`config.mk`:
```
export PLATFORM = sky130hd
export DESIGN_NAME = rs_issue_scheduler_flat
export DESIGN_NICKNAME = d
export VERILOG_FILES = /design/src/rtl/rs_issue_scheduler_if.sv /design/src/rtl/rs_issue_scheduler.sv /design/src/flat_wrapper.sv
export SDC_FILE = /design/constraint.sdc
export NUM_CORES = 1
export LEC_CHECK = 0
export ABC_AREA = 1
export CAP_MARGIN = 0
export CORE_MARGIN = 2
export CORE_UTILIZATION = 35
export DETAILED_ROUTE_END_ITERATION = 10
export SYNTH_ARGS = -nofsm -noshare
export SYNTH_HDL_FRONTEND = slang
export SYNTH_SLANG_ARGS = --single-unit
export TNS_END_PERCENT = 50
```
`constraint.sdc`:
```
create_clock -name clk -period 2.2 [get_ports clk]
set_clock_uncertainty 0.1 [all_clocks]
set_input_delay 0.22 -clock clk [delete_from_list [all_inputs] [get_ports clk]]
set_output_delay 0.22 -clock clk [all_outputs]
set_load 0.1 [all_outputs]
```
`src/rtl/rs_issue_scheduler_if.sv`:
```
// Reservation-station issue scheduler bus.
// Groups the station-facing signals (allocation, busy/ready vectors, selection
// and payload mux) and the ALU-facing valid/ready output stage.
//   master : the scheduler (drives sel_*, alu_valid, alu_* payload)
//   slave  : the station/ALU side (drives everything else)
interface rs_issue_scheduler_if #(
   parameter int unsigned RS_SIZE = 16,
   parameter int unsigned IDX_W   = 4
);
   logic               rdy;
   logic               clear;
   logic               alloc_en;
   logic [IDX_W-1:0]   alloc_idx;
   logic [RS_SIZE-1:0] entry_busy;
   logic [RS_SIZE-1:0] entry_ready;
   logic               sel_valid;
   logic [IDX_W-1:0]   sel_idx;
   logic               sel_take;
   logic [5:0]         in_opcode;
   logic [3:0]         in_rob_id;
   logic [31:0]        in_val1;
   logic [31:0]        in_val2;
   logic [31:0]        in_imm;
   logic [31:0]        in_pc;
   logic               alu_valid;
   logic               alu_ready;
   logic [5:0]         alu_opcode;
   logic [3:0]         alu_rob_id;
   logic [31:0]        alu_val1;
   logic [31:0]        alu_val2;
   logic [31:0]        alu_imm;
   logic [31:0]        alu_pc;

   modport master (
      input  rdy, clear, alloc_en, alloc_idx, entry_busy, entry_ready,
      input  in_opcode, in_rob_id, in_val1, in_val2, in_imm, in_pc, alu_ready,
      output sel_valid, sel_idx, sel_take,
      output alu_valid, alu_opcode, alu_rob_id, alu_val1, alu_val2, alu_imm, alu_pc
   );

   modport slave (
      output rdy, clear, alloc_en, alloc_idx, entry_busy, entry_ready,
      output in_opcode, in_rob_id, in_val1, in_val2, in_imm, in_pc, alu_ready,
      input  sel_valid, sel_idx, sel_take,
      input  alu_valid, alu_opcode, alu_rob_id, alu_val1, alu_val2, alu_imm, alu_pc
   );
endinterface

```
`src/rtl/rs_issue_scheduler.sv`:
```
// Oldest-first issue scheduler for the reservation station.
// An age matrix (older_q[i][j] = entry i allocated before entry j) picks the
// oldest busy entry whose operands are ready; its payload is latched into a
// one-deep registered ALU stage with a valid/ready handshake.
// Ports:
//   clk    : rising-edge clock
//   rst    : asynchronous active-low reset
//   bus_io : scheduler side of rs_issue_scheduler_if (station + ALU signals)
module rs_issue_scheduler #(
   parameter int unsigned RS_SIZE = 16,
   parameter int unsigned IDX_W   = 4
) (
   input logic                  clk,
   input logic                  rst,
   rs_issue_scheduler_if.master bus_io
);

   logic [RS_SIZE-1:0] older_q [RS_SIZE];
   logic [RS_SIZE-1:0] older_d [RS_SIZE];

   logic        alu_valid_q, alu_valid_d;
   logic [5:0]  opcode_q, opcode_d;
   logic [3:0]  rob_id_q, rob_id_d;
   logic [31:0] val1_q, val1_d;
   logic [31:0] val2_q, val2_d;
   logic [31:0] imm_q, imm_d;
   logic [31:0] pc_q, pc_d;

   logic [RS_SIZE-1:0] cand;
   logic [RS_SIZE-1:0] blocked;
   logic [RS_SIZE-1:0] take_mask;
   logic               sel_valid;
   logic               sel_found;
   logic [IDX_W-1:0]   sel_idx;
   logic               acc;

   // Selection: a candidate is blocked if any older entry is also a candidate.
   always_comb begin
      cand      = bus_io.entry_busy & bus_io.entry_ready;
      blocked   = '0;
      sel_idx   = '0;
      sel_found = 1'b0;
      for (int i = 0; i < RS_SIZE; i++) begin
         for (int j = 0; j < RS_SIZE; j++) begin
            blocked[i] = blocked[i] | (cand[j] & older_q[j][i]);
         end
      end
      for (int i = 0; i < RS_SIZE; i++) begin
         if (!sel_found && cand[i] && !blocked[i]) begin
            sel_idx   = IDX_W'(i);
            sel_found = 1'b1;
         end
      end
      sel_valid = |cand;
      acc       = bus_io.rdy & ~bus_io.clear & sel_valid &
                  (~alu_valid_q | bus_io.alu_ready);
      take_mask = '0;
      if (acc) begin
         take_mask[sel_idx] = 1'b1;
      end
   end

   // Age matrix update. The entry taken at this edge is not counted as older
   // than the new one; stale bits of freed entries are overwritten on realloc.
   always_comb begin
      older_d = older_q;
      if (bus_io.rdy) begin
         if (bus_io.clear) begin
            for (int i = 0; i < RS_SIZE; i++) begin
               older_d[i] = '0;
            end
         end else if (bus_io.alloc_en) begin
            older_d[bus_io.alloc_idx] = '0;
            for (int j = 0; j < RS_SIZE; j++) begin
               older_d[j][bus_io.alloc_idx] = bus_io.entry_busy[j] & ~take_mask[j];
            end
            older_d[bus_io.alloc_idx][bus_io.alloc_idx] = 1'b0;
         end
      end
   end

   // Output stage: clear wins, then accept, then drain.
   always_comb begin
      alu_valid_d = alu_valid_q;
      opcode_d    = opcode_q;
      rob_id_d    = rob_id_q;
      val1_d      = val1_q;
      val2_d      = val2_q;
      imm_d       = imm_q;
      pc_d        = pc_q;
      if (bus_io.rdy) begin
         if (bus_io.clear) begin
            alu_valid_d = 1'b0;
         end else if (acc) begin
            alu_valid_d = 1'b1;
            opcode_d    = bus_io.in_opcode;
            rob_id_d    = bus_io.in_rob_id;
            val1_d      = bus_io.in_val1;
            val2_d      = bus_io.in_val2;
            imm_d       = bus_io.in_imm;
            pc_d        = bus_io.in_pc;
         end else if (alu_valid_q && bus_io.alu_ready) begin
            alu_valid_d = 1'b0;
         end
      end
   end

   always_ff @(posedge clk or negedge rst) begin
      if (!rst) begin
         older_q     <= '{default: '0};
         alu_valid_q <= 1'b0;
         opcode_q    <= '0;
         rob_id_q    <= '0;
         val1_q      <= '0;
         val2_q      <= '0;
         imm_q       <= '0;
         pc_q        <= '0;
      end else begin
         older_q     <= older_d;
         alu_valid_q <= alu_valid_d;
         opcode_q    <= opcode_d;
         rob_id_q    <= rob_id_d;
         val1_q      <= val1_d;
         val2_q      <= val2_d;
         imm_q       <= imm_d;
         pc_q        <= pc_d;
      end
   end

   assign bus_io.sel_valid  = sel_valid;
   assign bus_io.sel_idx    = sel_idx;
   assign bus_io.sel_take   = acc;
   assign bus_io.alu_valid  = alu_valid_q;
   assign bus_io.alu_opcode = opcode_q;
   assign bus_io.alu_rob_id = rob_id_q;
   assign bus_io.alu_val1   = val1_q;
   assign bus_io.alu_val2   = val2_q;
   assign bus_io.alu_imm    = imm_q;
   assign bus_io.alu_pc     = pc_q;

endmodule

```
`src/flat_wrapper.sv`:
```
// flat-port wrapper written by rule: the top's interface ports become plain ports
module rs_issue_scheduler_flat 
#(
   parameter int unsigned RS_SIZE = 16,
   parameter int unsigned IDX_W   = 4
)
  (clk, rst, bus_io_rdy, bus_io_clear, bus_io_alloc_en, bus_io_alloc_idx, bus_io_entry_busy, bus_io_entry_ready, bus_io_in_opcode, bus_io_in_rob_id, bus_io_in_val1, bus_io_in_val2, bus_io_in_imm, bus_io_in_pc, bus_io_alu_ready, bus_io_sel_valid, bus_io_sel_idx, bus_io_sel_take, bus_io_alu_valid, bus_io_alu_opcode, bus_io_alu_rob_id, bus_io_alu_val1, bus_io_alu_val2, bus_io_alu_imm, bus_io_alu_pc);
  rs_issue_scheduler_if #(.RS_SIZE(RS_SIZE), .IDX_W(IDX_W)) bus_io_i ();
  input logic clk;
  input logic rst;
  input wire logic [$bits(bus_io_i.rdy)-1:0] bus_io_rdy;
  input wire logic [$bits(bus_io_i.clear)-1:0] bus_io_clear;
  input wire logic [$bits(bus_io_i.alloc_en)-1:0] bus_io_alloc_en;
  input wire logic [$bits(bus_io_i.alloc_idx)-1:0] bus_io_alloc_idx;
  input wire logic [$bits(bus_io_i.entry_busy)-1:0] bus_io_entry_busy;
  input wire logic [$bits(bus_io_i.entry_ready)-1:0] bus_io_entry_ready;
  input wire logic [$bits(bus_io_i.in_opcode)-1:0] bus_io_in_opcode;
  input wire logic [$bits(bus_io_i.in_rob_id)-1:0] bus_io_in_rob_id;
  input wire logic [$bits(bus_io_i.in_val1)-1:0] bus_io_in_val1;
  input wire logic [$bits(bus_io_i.in_val2)-1:0] bus_io_in_val2;
  input wire logic [$bits(bus_io_i.in_imm)-1:0] bus_io_in_imm;
  input wire logic [$bits(bus_io_i.in_pc)-1:0] bus_io_in_pc;
  input wire logic [$bits(bus_io_i.alu_ready)-1:0] bus_io_alu_ready;
  output wire logic [$bits(bus_io_i.sel_valid)-1:0] bus_io_sel_valid;
  output wire logic [$bits(bus_io_i.sel_idx)-1:0] bus_io_sel_idx;
  output wire logic [$bits(bus_io_i.sel_take)-1:0] bus_io_sel_take;
  output wire logic [$bits(bus_io_i.alu_valid)-1:0] bus_io_alu_valid;
  output wire logic [$bits(bus_io_i.alu_opcode)-1:0] bus_io_alu_opcode;
  output wire logic [$bits(bus_io_i.alu_rob_id)-1:0] bus_io_alu_rob_id;
  output wire logic [$bits(bus_io_i.alu_val1)-1:0] bus_io_alu_val1;
  output wire logic [$bits(bus_io_i.alu_val2)-1:0] bus_io_alu_val2;
  output wire logic [$bits(bus_io_i.alu_imm)-1:0] bus_io_alu_imm;
  output wire logic [$bits(bus_io_i.alu_pc)-1:0] bus_io_alu_pc;
  assign bus_io_i.rdy = bus_io_rdy;
  assign bus_io_i.clear = bus_io_clear;
  assign bus_io_i.alloc_en = bus_io_alloc_en;
  assign bus_io_i.alloc_idx = bus_io_alloc_idx;
  assign bus_io_i.entry_busy = bus_io_entry_busy;
  assign bus_io_i.entry_ready = bus_io_entry_ready;
  assign bus_io_i.in_opcode = bus_io_in_opcode;
  assign bus_io_i.in_rob_id = bus_io_in_rob_id;
  assign bus_io_i.in_val1 = bus_io_in_val1;
  assign bus_io_i.in_val2 = bus_io_in_val2;
  assign bus_io_i.in_imm = bus_io_in_imm;
  assign bus_io_i.in_pc = bus_io_in_pc;
  assign bus_io_i.alu_ready = bus_io_alu_ready;
  assign bus_io_sel_valid = bus_io_i.sel_valid;
  assign bus_io_sel_idx = bus_io_i.sel_idx;
  assign bus_io_sel_take = bus_io_i.sel_take;
  assign bus_io_alu_valid = bus_io_i.alu_valid;
  assign bus_io_alu_opcode = bus_io_i.alu_opcode;
  assign bus_io_alu_rob_id = bus_io_i.alu_rob_id;
  assign bus_io_alu_val1 = bus_io_i.alu_val1;
  assign bus_io_alu_val2 = bus_io_i.alu_val2;
  assign bus_io_alu_imm = bus_io_i.alu_imm;
  assign bus_io_alu_pc = bus_io_i.alu_pc;
  rs_issue_scheduler #(.RS_SIZE(RS_SIZE), .IDX_W(IDX_W)) u_core (.clk(clk), .rst(rst), .bus_io(bus_io_i));
endmodule
```
==> key figures <==
Floorplanning
  • # IOs: 325
  • Initial core utilization: 0.355
  • Die Y-Extent: 244 µm
  • Die ar.: 59500 µm²
  • Core footprint: 56700 µm²
  • Die width: 244 µm
  • FP Rows: 87

Timing
  • F_max: 304 MHz
  • TNS Setup: -99.05 ns
  • Pins over their slew limit: 0
  • Final hold vios: 0
  • Tcrit/Tclk final: 1.50
  • Unrepaired setup endpoints after global routing: true
  • Slew @ Worst Pin: 0.727 ns
  • Slew margin rel.: 0.514
  • Final setup fails: 242
  • Final Critical Period: 3.29 ns
  • Setup ws final: -1.09 ns

Finish
  • Fill count: 5174
  • Design area: 30700 µm²
  • Nets: 3449
  • Layout cell share with drive strength beyond 1: 0.280
  • Commonest non-fill, non-tap cell in the layout: nand2_1
  • Most frequent cells in the layout: nand2_1 (797), buf_4 (508), dfrtp_1 (395)
  • # diodes: 0
  • P&R area growth vs syn: 52.2%

Pwr
  • Sw frac: 0.387
  • Total power per unit cell area: 828 nW/µm²
  • Switching pwr: 9820 µW
  • Pleak: 0.0143 µW
  • Clock power frac: 0.356
  • Reg power frac: 0.323
  • Gate power share: 0.321
  • Peak supply drop: 0.613 mV
  • Internal Power: 15600 µW

Routing
  • Post-route ant nets: 0
  • # DRC: 0
  • Avg Vias per Cell: 5.53
  • 1st-iter DRT viols: 2777
  • Drt wl/cell: 23.9 µm
  • Vias: 22484
  • Drt first pass iters: 7
  • Final wirelength: 97200 µm

Status
  • Failing checks: setup timing
  • Status: finished with violations

Worst hold path
  • Hold Path Class: primary input to flip-flop

Placement
  • IO Port Bufs: 324
  • Pre-CTS WS: -1.38 ns
  • Placed instance area: 27400 µm²
  • Dpl hpwl: 65800 µm
  • Final GP Congestion: 0.942

Worst setup path
  • CP delay by family, top: buffers and inverters
  • CP max-delay cell: dfrtp_1
  • Most frequent CP cell: buf_4
  • CP Buf/Inv Count: 6
  • R2r setup slk: -1.06 ns
  • Crit Path Max Fanout: 3
  • CP Cell Sequence: inv_1 -> o22ai_1 -> buf_4 -> a211oi_1 -> nand4_1 -> buf_4 -> nand4_4 -> nor2_8 -> buf_12 -> o41ai_4 -> buf_4 -> nand4_1 -> buf_12
  • CP Data Required Time: 1.88 ns
  • Worst Setup Path Type: flip-flop to primary output
  • Crit path capture type: primary output
  • Crit path launch type: flip-flop
  • Worst path arrival time: 2.97 ns
  • CP max stage delay: 0.38 ns

Clocking
  • Clk sink count: 395
  • # H-tree levels: 2
  • CTS tree: done
  • CTS max path bufs: 3
  • CTS Buf Count: 47
  • Worst-path clk slew: 0.07 ns
  • Clk root buf: clkbuf_16
  • Clk_lat worst skew: 0.63 ns

Yosys
  • Main synth FF type: dfrtp_1
  • Post-synth cell types: 54
  • Flops & latches, synth: 395
  • Syn avg cell area: 7.80 µm²
  • Gate Count Post-Synth: 2585
  • Number of synthesized flops with an enable pin: 0
  • Post-synthesis net count: 2765
  • Post-Syn Area: 20200 µm²
  • Synth warnings: 0
  • Post-synthesis sequential area ratio: 0.490
  • Async set-or-reset flop fraction in the synthesized netlist: 1.00

Global route
  • First-pass GRT wire length: 141000 µm
  • Initial antenna violation count: 0
  • Overflow after GRT: 0
  • Largest net degree at the start of global routing: 105
  • Number of global-route vias before repair: 21670
  • Total track usage: 0.316

Job
  • Max-cap viol count: 0
## Yosys cell counts, types with 9 or more instances
cell type | count | area, µm²
nand2_1 | 826 | 3100
inv_1 | 175 | 657
nor2_1 | 185 | 694
inv_2 | 13 | 48.8
clkbuf_1 | 122 | 458
o32ai_1 | 35 | 307
a21boi_0 | 12 | 90.1
dfrtp_1 | 395 | 9880
nand4_1 | 24 | 150
nand3_1 | 148 | 741
o21ai_0 | 145 | 726
buf_2 | 31 | 155
o31ai_1 | 92 | 691
a22o_1 | 9 | 78.8
nand2_2 | 25 | 156
a21oi_1 | 189 | 946
a21o_1 | 15 | 113
o21ai_1 | 18 | 90.1
o22ai_1 | 19 | 119
a211oi_1 | 21 | 158
## flip-flops by register name (all words and copies together) (netlist names)
signal / flops
u_core.bus_io.alu_opcode: 6
u_core.bus_io.alu_valid: 1
u_core.older_q: 256
u_core.bus_io.alu_imm: 32
u_core.bus_io.alu_rob_id: 4
u_core.bus_io.alu_pc: 32
u_core.bus_io.alu_val2: 32
u_core.bus_io.alu_val1: 32
## per-stage QoR
stage	util	power (µW)	hold WS, ns	instances
finish	0.541	25400	0.0236	4063
global route	0.541	26100	0.0247	4063
CTS	0.530	25400	0.000211	4040
detailed placement	0.484	16100	-0.0361	3906
global placement	0.484	16000	-0.0371	3906
floorplan	-	13300	-0.176	2585
## power groups by stage
| stage | sequential (µW) | combinational (µW) | clock [µW] |
|---|---|---|---|
| after floorplan | 11700 | 1550 | 0 |
| after global placement | 8300 | 7740 | 0 |
| after detailed placement | 8320 | 7790 | 0 |
| after CTS | 8190 | 8000 | 9170 |
| after global routing | 8270 | 8420 | 9440 |
| final | 8200 | 8140 | 9050 |
## worst reg2reg max path, stage by stage, from the launching register on
cell and delay [ns]:
dfrtp_1 0.35, nand3_1 0.18, nand2_1 0.12, inv_1 0.05, nand2_1 0.08, nor2_2 0.06, nand2_2 0.07, nand2_4 0.07
nor2_8 0.13, nand4_4 0.10, nor2_4 0.13, nand4_4 0.12, nor2_8 0.15, buf_6 0.12, nand4_1 0.13, buf_4 0.18
buf_4 0.12, buf_4 0.12, buf_4 0.13, o21ai_4 0.24, buf_12 0.18, nand2_1 0.06, nand3_1 0.09, o21ai_1 0.09
## per-layer routing
| metal | vias to the layer above | GRT usage | wire (µm) |
|---|---|---|---|
| li1 | 9966 | - | - |
| met1 | 10782 | 0.421 | 38300 |
| met2 | 1447 | 0.480 | 42400 |
| met3 | 289 | 0.0716 | 10900 |
| met4 | 0 | 0.166 | 5600 |
| met5 | - | 0 | 0 |
## cell type report
class	instances	area, µm²	share of cell area
clock buffers	62	1320	0.0431
clock inverters	25	460	0.0150
inverters	193	822	0.0268
multi-input cells	1829	9630	0.314
flip-flops and latches	395	9880	0.322
well taps	756	946	0.0308
repair buffers	802	7590	0.248
repair inverters	1	6.26	0.000204
## repair_timing
item,in CTS,in global routing
hold buffers,2,0
resized for setup,183,117
setup buffers,43,20
gates cloned,2,4
pin swaps,40,26
endpoints found under the setup margin,385,246
hold endpoints to repair,382,0
## final timing paths
path	end	startpoint	depth (start not counted)
worst max-delay path	bus_io_sel_idx[2]	u_core.older_q[154]$_DFFE_PN0P_	13
worst min-delay path	u_core.bus_io.alu_pc[15]$_DFFE_PN0P_	bus_io_in_pc[15]	3
worst max register to register	u_core.older_q[25]$_DFFE_PN0P_	u_core.older_q[2]$_DFFE_PN0P_	23
worst min register to register	u_core.bus_io.alu_pc[24]$_DFFE_PN0P_	u_core.bus_io.alu_pc[24]$_DFFE_PN0P_	2
max in group asynchronous	u_core.bus_io.alu_val1[18]$_DFFE_PN0P_	rst	3
min in group asynchronous	u_core.older_q[171]$_DFFE_PN0P_	rst	3
## logic make-up (layout without fill, tap and decap cells)
group,count (synthesis),after routing,synth area share
flip-flops,395,395,0.490
AO/OA/AOI/OAI,588,588,0.181
AND/OR/NAND/NOR,1241,1241,0.257
buffers and inverters,361,1083,0.0718
No activity file was read; power rests on OpenSTA's default activity.
